`src/rtl/fix_conn_manager.sv`:
```
// Connection scheduler serializing up to 4 host sessions onto a single TOE connect/disconnect channel.
// Optional FIX_CONN_STATS_EN adds saturating fail/retry counters.
module fix_conn_manager #(
  parameter int TIMEOUT_CYCLES = 64,
  parameter int MAX_RETRIES    = 3,
  parameter int CNT_W          = 8
) (
  input  logic       clk,
  input  logic       rst,
  input  logic [3:0] req_i,
  input  logic [3:0] disc_i,
  input  logic       connected_i,
  input  logic [1:0] connected_host_addr_i,
  output logic       connect_req_o,
  output logic [1:0] connect_addr_o,
  output logic       disconnect_o,
  output logic [1:0] disconnect_host_num_o,
  output logic [3:0] session_up_o,
  output logic [3:0] done_o,
  output logic [3:0] fail_o,
  output logic       busy_o
`ifdef FIX_CONN_STATS_EN
  ,
  output logic [7:0] fail_count_o,
  output logic [7:0] retry_count_o
`endif
);

  typedef enum logic [1:0] {
    S_IDLE,
    S_CONNECT,
    S_WAIT,
    S_DISC
  } state_t;

  state_t           r_state;
  state_t           w_state_nxt;

  logic [3:0]       r_conn_pend;
  logic [3:0]       r_disc_pend;
  logic [3:0]       r_session_up;
  logic [3:0]       r_done;
  logic [3:0]       r_fail;
  logic [1:0]       r_rr_ptr;
  logic [1:0]       r_target;
  logic [1:0]       r_disc_host;
  logic [3:0]       r_retry;
  logic [CNT_W-1:0] r_cnt;

  logic             w_tgt_busy;
  logic [3:0]       w_tgt_mask;
  logic [3:0]       w_disc_mask;
  logic             w_succ;
  logic             w_tmo;
  logic             w_retry_ok;
  logic             w_give_up;
  logic [3:0]       w_conn_set;
  logic [3:0]       w_disc_set;
  logic [3:0]       w_conn_clr;
  logic [3:0]       w_disc_clr;
  logic             w_disc_any;
  logic [1:0]       w_disc_sel;
  logic             w_conn_any;
  logic [1:0]       w_conn_sel;
  logic [1:0]       w_idx;

  function automatic logic [7:0] sat_inc8(input logic [7:0] v);
    return (v == 8'hFF) ? v : v + 8'd1;
  endfunction

  assign w_tgt_busy  = (r_state == S_CONNECT) || (r_state == S_WAIT);
  assign w_tgt_mask  = 4'b0001 << r_target;
  assign w_disc_mask = 4'b0001 << r_disc_host;

  // A matching ack beats a simultaneous timeout; acks for other hosts are ignored.
  assign w_succ     = (r_state == S_WAIT) && connected_i && (connected_host_addr_i == r_target);
  assign w_tmo      = (r_state == S_WAIT) && (r_cnt == CNT_W'(TIMEOUT_CYCLES - 1)) && !w_succ;
  assign w_retry_ok = (r_retry < 4'(MAX_RETRIES));
  assign w_give_up  = w_tmo && !w_retry_ok;

  // Disconnect wins over a same-cycle connect request for the same host.
  assign w_conn_set = req_i & ~disc_i & ~r_session_up & ~(w_tgt_busy ? w_tgt_mask : 4'b0000);
  assign w_disc_set = disc_i & r_session_up;
  assign w_conn_clr = (w_succ || w_give_up) ? w_tgt_mask : 4'b0000;
  assign w_disc_clr = (r_state == S_DISC) ? w_disc_mask : 4'b0000;
  assign w_disc_any = |r_disc_pend;

  always_ff @(posedge clk or posedge rst) begin
    if (rst) r_state <= S_IDLE;
    else     r_state <= w_state_nxt;
  end

  always_comb begin
    w_state_nxt = r_state;
    w_conn_any  = 1'b0;
    w_conn_sel  = r_rr_ptr;
    w_idx       = 2'd0;
    w_disc_sel  = 2'd0;
    for (int i = 3; i >= 0; i--) begin
      if (r_disc_pend[i]) w_disc_sel = 2'(i);
    end
    for (int i = 0; i < 4; i++) begin
      w_idx = r_rr_ptr + 2'(i);
      if (!w_conn_any && r_conn_pend[w_idx]) begin
        w_conn_sel = w_idx;
        w_conn_any = 1'b1;
      end
    end
    case (r_state)
      S_IDLE: begin
        if (w_disc_any)      w_state_nxt = S_DISC;
        else if (w_conn_any) w_state_nxt = S_CONNECT;
      end
      S_CONNECT: w_state_nxt = S_WAIT;
      S_WAIT: begin
        if (w_succ)     w_state_nxt = S_IDLE;
        else if (w_tmo) w_state_nxt = w_retry_ok ? S_CONNECT : S_IDLE;
      end
      S_DISC:  w_state_nxt = S_IDLE;
      default: w_state_nxt = S_IDLE;
    endcase
  end

  always_ff @(posedge clk or posedge rst) begin
    if (rst) begin
      r_conn_pend  <= 4'b0000;
      r_disc_pend  <= 4'b0000;
      r_session_up <= 4'b0000;
      r_done       <= 4'b0000;
      r_fail       <= 4'b0000;
      r_rr_ptr     <= 2'd0;
      r_target     <= 2'd0;
      r_disc_host  <= 2'd0;
      r_retry      <= 4'd0;
      r_cnt        <= '0;
    end else begin
      r_done      <= 4'b0000;
      r_fail      <= 4'b0000;
      r_conn_pend <= (r_conn_pend | w_conn_set) & ~w_conn_clr;
      r_disc_pend <= (r_disc_pend | w_disc_set) & ~w_disc_clr;
      case (r_state)
        S_IDLE: begin
          if (w_disc_any) begin
            r_disc_host <= w_disc_sel;
          end else if (w_conn_any) begin
            r_target <= w_conn_sel;
            r_retry  <= 4'd0;
          end
        end
        S_CONNECT: r_cnt <= '0;
        S_WAIT: begin
          r_cnt <= r_cnt + CNT_W'(1);
          if (w_succ) begin
            r_session_up <= r_session_up | w_tgt_mask;
            r_done       <= w_tgt_mask;
            r_rr_ptr     <= r_target + 2'd1;
          end else if (w_tmo) begin
            if (w_retry_ok) begin
              r_retry <= r_retry + 4'd1;
            end else begin
              r_fail   <= w_tgt_mask;
              r_rr_ptr <= r_target + 2'd1;
            end
          end
        end
        S_DISC:  r_session_up <= r_session_up & ~w_disc_mask;
        default: ;
      endcase
    end
  end

`ifdef FIX_CONN_STATS_EN
  logic [7:0] r_fail_cnt;
  logic [7:0] r_retry_cnt;

  always_ff @(posedge clk or posedge rst) begin
    if (rst) begin
      r_fail_cnt  <= 8'd0;
      r_retry_cnt <= 8'd0;
    end else begin
      if (w_give_up)            r_fail_cnt  <= sat_inc8(r_fail_cnt);
      if (w_tmo && w_retry_ok)  r_retry_cnt <= sat_inc8(r_retry_cnt);
    end
  end

  assign fail_count_o  = r_fail_cnt;
  assign retry_count_o = r_retry_cnt;
`endif

  assign connect_req_o         = (r_state == S_CONNECT);
  assign connect_addr_o        = r_target;
  assign disconnect_o          = (r_state == S_DISC);
  assign disconnect_host_num_o = r_disc_host;
  assign session_up_o          = r_session_up;
  assign done_o                = r_done;
  assign fail_o                = r_fail;
  assign busy_o                = (r_state != S_IDLE);

endmodule

```
`config.mk`:
```
export PLATFORM = sky130hd
export DESIGN_NAME = fix_conn_manager
export DESIGN_NICKNAME = d
export VERILOG_FILES = /design/src/rtl/fix_conn_manager.sv
export SDC_FILE = /design/constraint.sdc
export NUM_CORES = 1
export LEC_CHECK = 0
export CORE_MARGIN = 2
export CORE_UTILIZATION = 43
export DETAILED_ROUTE_END_ITERATION = 8
export GPL_TIMING_DRIVEN = 0
export PLACE_DENSITY = 0.67
export SYNTH_ARGS = -nofsm -noshare
export SYNTH_HDL_FRONTEND = slang
export SYNTH_SLANG_ARGS = --single-unit
```
`constraint.sdc`:
```
create_clock -name clk -period 1.9 [get_ports clk]
set_clock_uncertainty 0.2 [all_clocks]
set_input_delay 0.38 -clock clk [delete_from_list [all_inputs] [get_ports clk]]
set_output_delay 0.38 -clock clk [all_outputs]
set_load 0.05 [all_outputs]
```
After elaboration in Yosys (flattened, before gate mapping)
Cells that the tools add are included.
{"block": "totals", "regBits": 40, "out_inout_bits": 19, "wordCells": 129}
{"block": "op_classes", "n_addsub": 6, "n_lt_le_gt_ge": 5, "eq_ne": 14, "shifts": 2, "muxes": 46, "n_bitwise": 17, "n_reduce_logical": 28}
{"operator": "2-to-1 mux 4 bit", "n": 15}
{"operator": "bitwise AND 4 bit", "n": 7}
{"operator": "2-to-1 mux 2 bit", "n": 14}
{"operator": "NOT 4 bit", "n": 6}
{"operator": "case mux 4 bit (2 select lines)", "n": 2}
{"operator": "case mux 8 bit (2 select lines)", "n": 1}
{"operator": "inequality test 2 bit, second input constant", "n": 7}
{"operator": "less-than comparator 2 x 3 -> 1 bit, second input constant", "n": 4}
{"operator": "bitwise OR 4 bit", "n": 3}
{"operator": "nonzero test 2 bit", "n": 5}
{"operator": "2-to-1 mux 1 bit", "n": 9}
{"operator": "adder 8 x 1 -> 8 bit, second input constant", "n": 1}
{"operator": "binary-select mux 1 bit (select 2 bit)", "n": 4}
{"operator": "equality test 8 x 6 -> 1 bit, second input constant", "n": 1}
{"operator": "logical AND 1 bit", "n": 8}
{"operator": "case mux 2 bit (4 select lines)", "n": 1}
{"operator": "<< shifter 1 x 2 -> 4 bit, first input constant", "n": 2}
{"operator": "inequality test 3 bit, second input constant", "n": 2}
{"operator": "AND reduction 2 bit", "n": 3}
{"operator": "AND reduction 3 bit", "n": 2}
{"operator": "AND reduction 6 bit", "n": 1}
{"operator": "logical NOT 1 bit", "n": 5}
{"operator": "adder 2 x 1 -> 2 bit, second input constant", "n": 2}
{"operator": "adder 2 bit, second input constant", "n": 2}
{"operator": "other kinds (9)", "n": 11}

Depth between registers and ports, before layout
{"block": "depth", "word_depth": 15, "ltp_mapped": 8}

Least setup slack after synthesis
OpenSTA, ideal clock, no wires.
{"block": "synth_timing", "path_kind": "register to register", "start": "register r_target[0], in the netlist connect_addr_o[0]", "end": "register r_state[0]", "setup_ns": 0.125, "t_arrival_ns": 1.881, "t_required_ns": 1.575, "setup_slack_ns": -0.305, "stages_incl_launch_ff": 7, "path_buffers": 1, "path_cell_list": "dfrtp_1 -> xnor2_1 -> and3_1 -> clkbuf_1 -> nand2b_1 -> o22ai_1 -> mux2_2"}
{"block": "synth_via", "elab_chain_len": 6, "elab_cells_between_ends": 8, "classes_between": "eq/ne (2); mux (2); reduce/logical (4)"}
{"element": "start: declaration", "line_no": "45", "source": "logic [1:0] r_target;"}
{"element": "start signal: assignment", "line_no": "146", "source": "r_target <= w_conn_sel;"}
{"element": "equality test 2 bit (*)", "line_no": "76", "source": "assign w_succ = (r_state == S_WAIT) && connected_i && (connected_host_addr_i == r_target);"}
{"element": "logical AND 1 bit (*)", "line_no": "76"}
{"element": "logical NOT 1 bit", "line_no": "77", "source": "assign w_tmo = (r_state == S_WAIT) && (r_cnt == CNT_W'(TIMEOUT_CYCLES - 1)) && !w_succ;"}
{"element": "logical AND 1 bit", "line_no": "77"}
{"element": "inequality test 3 bit (no line)"}
{"element": "AND reduction 2 bit (no line)"}
{"element": "end signal: assignment", "line_no": "90", "source": "else r_state <= w_state_nxt;"}
{"element": "end: declaration", "line_no": "36", "source": "state_t r_state;"}
Every way passes the cells marked *; elsewhere a longest branch is shown, timed or not.
A chain may end at the register's enable or synchronous reset.

Final worst setup path
{"block": "layout_timing", "start": "register r_retry[1]", "end": "register r_retry[0]"}
{"block": "layout_via", "elab_chain_len": 3}
{"element": "start: declaration", "line_no": "47", "source": "logic [3:0] r_retry;"}
{"element": "start signal: assignment", "line_no": "159", "source": "r_retry <= r_retry + 4'd1;"}
{"element": "less-than comparator 4 x 2 -> 1 bit", "line_no": "78", "source": "assign w_retry_ok = (r_retry < 4'(MAX_RETRIES));"}
{"element": "inequality test 2 bit (no line)"}
{"element": "AND reduction 6 bit (no line)"}
Every way passes these cells.

==> metrics list <==
- Required time at the worst-slack endpoint: between 1.5 and 2 ns
* Final Worst Setup Slack: -0.142 ns
* First-pass GRT wire length: just under 8000 um
* Clock latency at the later pin of the worst-skew pair: 0.30 ns
- ANT nets after route: 0
- Global placement routability congestion: 0.795
* Syn_area_per_cell: 9.95 sq um
* Cell count after placement: 284
- Number of max-slew violations in the final report: 0
* Status: finished, violations left
- The worst register-to-register path ends at r_retry[0]$_DFFE_PP0P_.
- Max-cap violations in this run came to 0.
- Number of port buffers: 31
* Worst setup SP type: register
* Hold-fix buffer count after cts: 0
- Maximum clock frequency: 490 MHz
- At the end of the flow, the number of nets in the layout was 276.
- Die width: 72.2 um
- In the finished design, the share of the clock period the worst path needs comes to 1.07.
- Failing checks: negative setup slack
- Yosys warnings: 0
- Internal Dissipation: 0.00237 W
* DRC errors left: 0
- The critical path goes through ha_2, or3_4, a22o_4, or4b_1, nand3_1.
- DIE AREA: 5210 sq um
- In the routed layout, each cell is associated on average with a via count of 5.47.
* Layout cell share with drive strength beyond 1: 0.252
* Post-DP HPWL: 3080 um
- Synthesis produced a netlist whose cell count is roughly 200.
- The largest individual stage delay along the critical path comes from the cell sky130_fd_sc_hd__or4b_1.
- The count of cells in the finished layout, fillers not included, comes to around 300.
* Starting Density: 0.453
* Type of destination of the critical path: register
- At the placement stage, the worst setup path has a slack of -0.480 ns.
- At the pin with the least slew margin, the transition time is 0.835 ns.
- GR Util All Layers: 0.193
- Top_reg_cell synth: sky130_fd_sc_hd__dfrtp_1
- Final Critical Period: just over 2 ns
- FF-to-FF Start: r_retry[1]$_DFFE_PP0P_
* Fraction of the yosys area taken by sequential cells: 0.500
- After layout, the design draws a total of ~0.0043 W.
- After detailed routing, the average wire length per cell comes to 15.3 um.
- Number of different library cells in the post-synthesis netlist: 37
- Row cnt: 24
* Internal reg-to-reg setup slack: -0.14 ns
- Vertical die dimension: 72.2 um
- Number of flip-flops and latches in the synthesized netlist: 40
- Summed over all cells, the static leakage comes to 1.31 nW.
- Relative max-transition margin: 0.442
- Classification of the worst setup path: register to register
- CTS built an H-tree with a depth of 2.
* Num Clock Sinks: 40
- Area grow syn2layout: 36.0%
- The number of antenna diodes in the final layout is 0.
* Crit Path Max Fanout: 4
- R2r worst-path depth: 5
* Sw Share: 0.454
- The routed design has 4690 um of wire.
- After clock tree synthesis, the clock-pin slew on the worst setup and hold paths is 0.08 ns.
- Final number of hold-violating endpoints: 0
- TritonCTS Buffers: 5
- Clk root buf: sky130_fd_sc_hd__clkbuf_8
- Utilization after layout: 0.616
- Post-synth EDFFs: 0
- Net load switching power: ~0.0020 W
- Comb pwr share: 0.513
* Instance area at placement: 2410 sq um
- Maximum number of pins on one net before global-route repair: just over 40
- Vias: approximately 1,700
* Hold Path Class: register to register
* Floorplan Core Area: 4410 sq um
- The number of nets in the synthesized netlist is 224.
- 32 I/O pins were placed.
- Sequential fraction of design power: 0.326
- Largest stage delay, worst path: 0.46 ns
* Highest ir drop seen on vdd: 0.935 mV
- With fillers left out, the area of the finished cells amounts to 2720 sq um.
- Setup repair after global routing could not meet its margin everywhere.
- Cell area after synthesis: 2000 sq um
- Instance count along the most critical hold path: 1
- Number of antenna violations at the first check in global routing: 0
- Arr. time, crit path: between 2 and 2.5 ns
- Async set or reset register ratio after synthesis: 1.00
* Number of DRC violations after detailed-routing iteration 0: 94
- Via count of the first global-routing pass: between 1,500 and 2,000
* Number of iterations in the first detailed-routing pass: 4
- For hold timing, the worst endpoint is r_retry[3]$_DFFE_PP0P_.
- Final Setup Violations: 6
- Clock power share: 0.161
* Total power divided by cell area: roughly 1600 nW/um^2
- Startpoint of the tightest hold check path: r_retry[3]$_DFFE_PP0P_
- After global routing the overflow that remains totals 0.
- No sink is reached through more buffers than the 2 on the longest clock path.
* TritonCTS clock tree: yes
-- cells in the mapped netlist (3+ instances only) --
| library cell | n | area, sq um |
|---|---|---|
| sky130_fd_sc_hd__o22ai_1 | 3 | 18.8 |
| sky130_fd_sc_hd__nor2_1 | 16 | 60.1 |
| sky130_fd_sc_hd__a31oi_1 | 4 | 25.0 |
| sky130_fd_sc_hd__clkbuf_1 | 5 | 18.8 |
| sky130_fd_sc_hd__inv_1 | 13 | 48.8 |
| sky130_fd_sc_hd__a21oi_1 | 23 | 115 |
| sky130_fd_sc_hd__o31ai_1 | 3 | 22.5 |
| sky130_fd_sc_hd__nand3_1 | 7 | 35.0 |
| sky130_fd_sc_hd__xnor2_1 | 4 | 35.0 |
| sky130_fd_sc_hd__and3_1 | 6 | 37.5 |
| sky130_fd_sc_hd__dfrtp_1 | 40 | 1000 |
| sky130_fd_sc_hd__and2_1 | 5 | 31.3 |
| sky130_fd_sc_hd__o21ai_0 | 12 | 60.1 |
| sky130_fd_sc_hd__nor2b_1 | 3 | 18.8 |
| sky130_fd_sc_hd__ha_1 | 10 | 125 |
| sky130_fd_sc_hd__nand2_1 | 18 | 67.6 |
-- worst max path at each step --
stage / startpoint / endpoint / slack (ns) / cells past startpoint
global route: r_state[0]$_DFFE_PP0P_ / busy_o / -0.18 / 4
finish: r_retry[1]$_DFFE_PP0P_ / r_retry[0]$_DFFE_PP0P_ / -0.14 / 5
CTS: r_state[1]$_DFFE_PP0P_ / busy_o / -0.27 / 4
floorplan: connect_addr_o[0]$_DFFE_PP0P_ / r_retry[0]$_DFFE_PP0P_ / -0.09 / 6
global placement: rst / connect_addr_o[0]$_DFFE_PP0P_ / -0.59 / 2
detailed placement: connected_host_addr_i[0] / r_rr_ptr[1]$_DFFE_PP0P_ / -0.48 / 6
-- placed cells by master, fill, tap and decap left out, types with 4 or more instances in the layout --
master,Yosys,routed
sky130_fd_sc_hd__a31oi_1,4,4
sky130_fd_sc_hd__nand2_1,18,17
sky130_fd_sc_hd__buf_4,0,18
sky130_fd_sc_hd__and3_1,6,5
sky130_fd_sc_hd__dfrtp_2,0,5
sky130_fd_sc_hd__o21ai_0,12,7
sky130_fd_sc_hd__clkbuf_8,0,5
sky130_fd_sc_hd__clkdlybuf4s50_1,0,12
sky130_fd_sc_hd__and2_1,5,5
sky130_fd_sc_hd__nor2_1,16,15
sky130_fd_sc_hd__dfrtp_1,40,35
sky130_fd_sc_hd__nand3_1,7,7
sky130_fd_sc_hd__ha_1,10,5
sky130_fd_sc_hd__a21oi_1,23,22
sky130_fd_sc_hd__dlygate4sd2_1,0,12
sky130_fd_sc_hd__inv_1,13,10
sky130_fd_sc_hd__o21ai_1,1,4
sky130_fd_sc_hd__xnor2_1,4,4
-- cell type report --
| class | count | area (sq um) |
|---|---|---|
| Fill cell | 383 | 1690 |
| Multi-Input combinational cell | 143 | 1060 |
| Sequential cell | 40 | 1010 |
| Timing Repair Buffer | 48 | 413 |
| Clock buffer | 5 | 68.8 |
| Tap cell | 52 | 65.1 |
| Inverter | 13 | 52.6 |
| Clock inverter | 3 | 42.5 |
| Buffer | 2 | 12.5 |
-- power by group through the flow --
| stage | sequential, W | combinational (W) | clock, W |
|---|---|---|---|
| finish | 0.00141 | 0.00223 | 0.000701 |
| global route | 0.00145 | 0.00243 | 0.000755 |
| CTS | 0.00140 | 0.00207 | 0.000716 |
| detailed placement | 0.00141 | 0.00194 | 0 |
| global placement | 0.00141 | 0.00190 | 0 |
| floorplan | 0.00164 | 0.00112 | 0 |
-- repair_timing --
item                       in CTS  in global routing
resized for setup              53                 22
setup buffers                  12                  5
setup endpoints to repair      47                 35
pin swaps                       7                  5
gates cloned                    0                  0
-- metrics by stage --
step | hold WS (ns) | setup TNS [ns]
final | 0.304 | -0.543
after global routing | 0.330 | -1.61
after CTS | 0.301 | -0.715
after detailed placement | 0.282 | -7.57
after global placement | 0.273 | -25.86
after floorplan | 0.259 | -0.186
-- sequential cells by signal (all words and copies together), names as in the netlist --
register,count
r_rr_ptr,2
r_cnt,8
connect_addr_o,2
r_state,2
r_conn_pend,4
session_up_o,4
done_o,4
fail_o,4
r_disc_pend,4
disconnect_host_num_o,2
r_retry,4
-- layer usage --
layer,up-vias,GRT usage,routed length [um]
met5,-,0,0
met4,0,0.0713,87
met3,8,0.0458,221
met2,44,0.300,2220
met1,812,0.262,2160
li1,810,-,-
-- logic make-up after synthesis --
logic type,Yosys count,share of synthesized area
compound gates,55,0.160
xor+xnor,4,0.0175
fa+ha+maj,10,0.0625
buf+inv,18,0.0338
flops,40,0.500
mux,4,0.0213
simple gates,70,0.205
-- worst max-delay path, delay by kind of cell, from the launching register on --
kind | cells | cell delay, ns
AO/OA/AOI/OAI | 1 | 0.28
adder cells (fa/ha/maj) | 1 | 0.18
flip-flops | 1 | 0.40
AND/OR/NAND/NOR | 3 | 0.92
(Power assumes the default switching activity.)
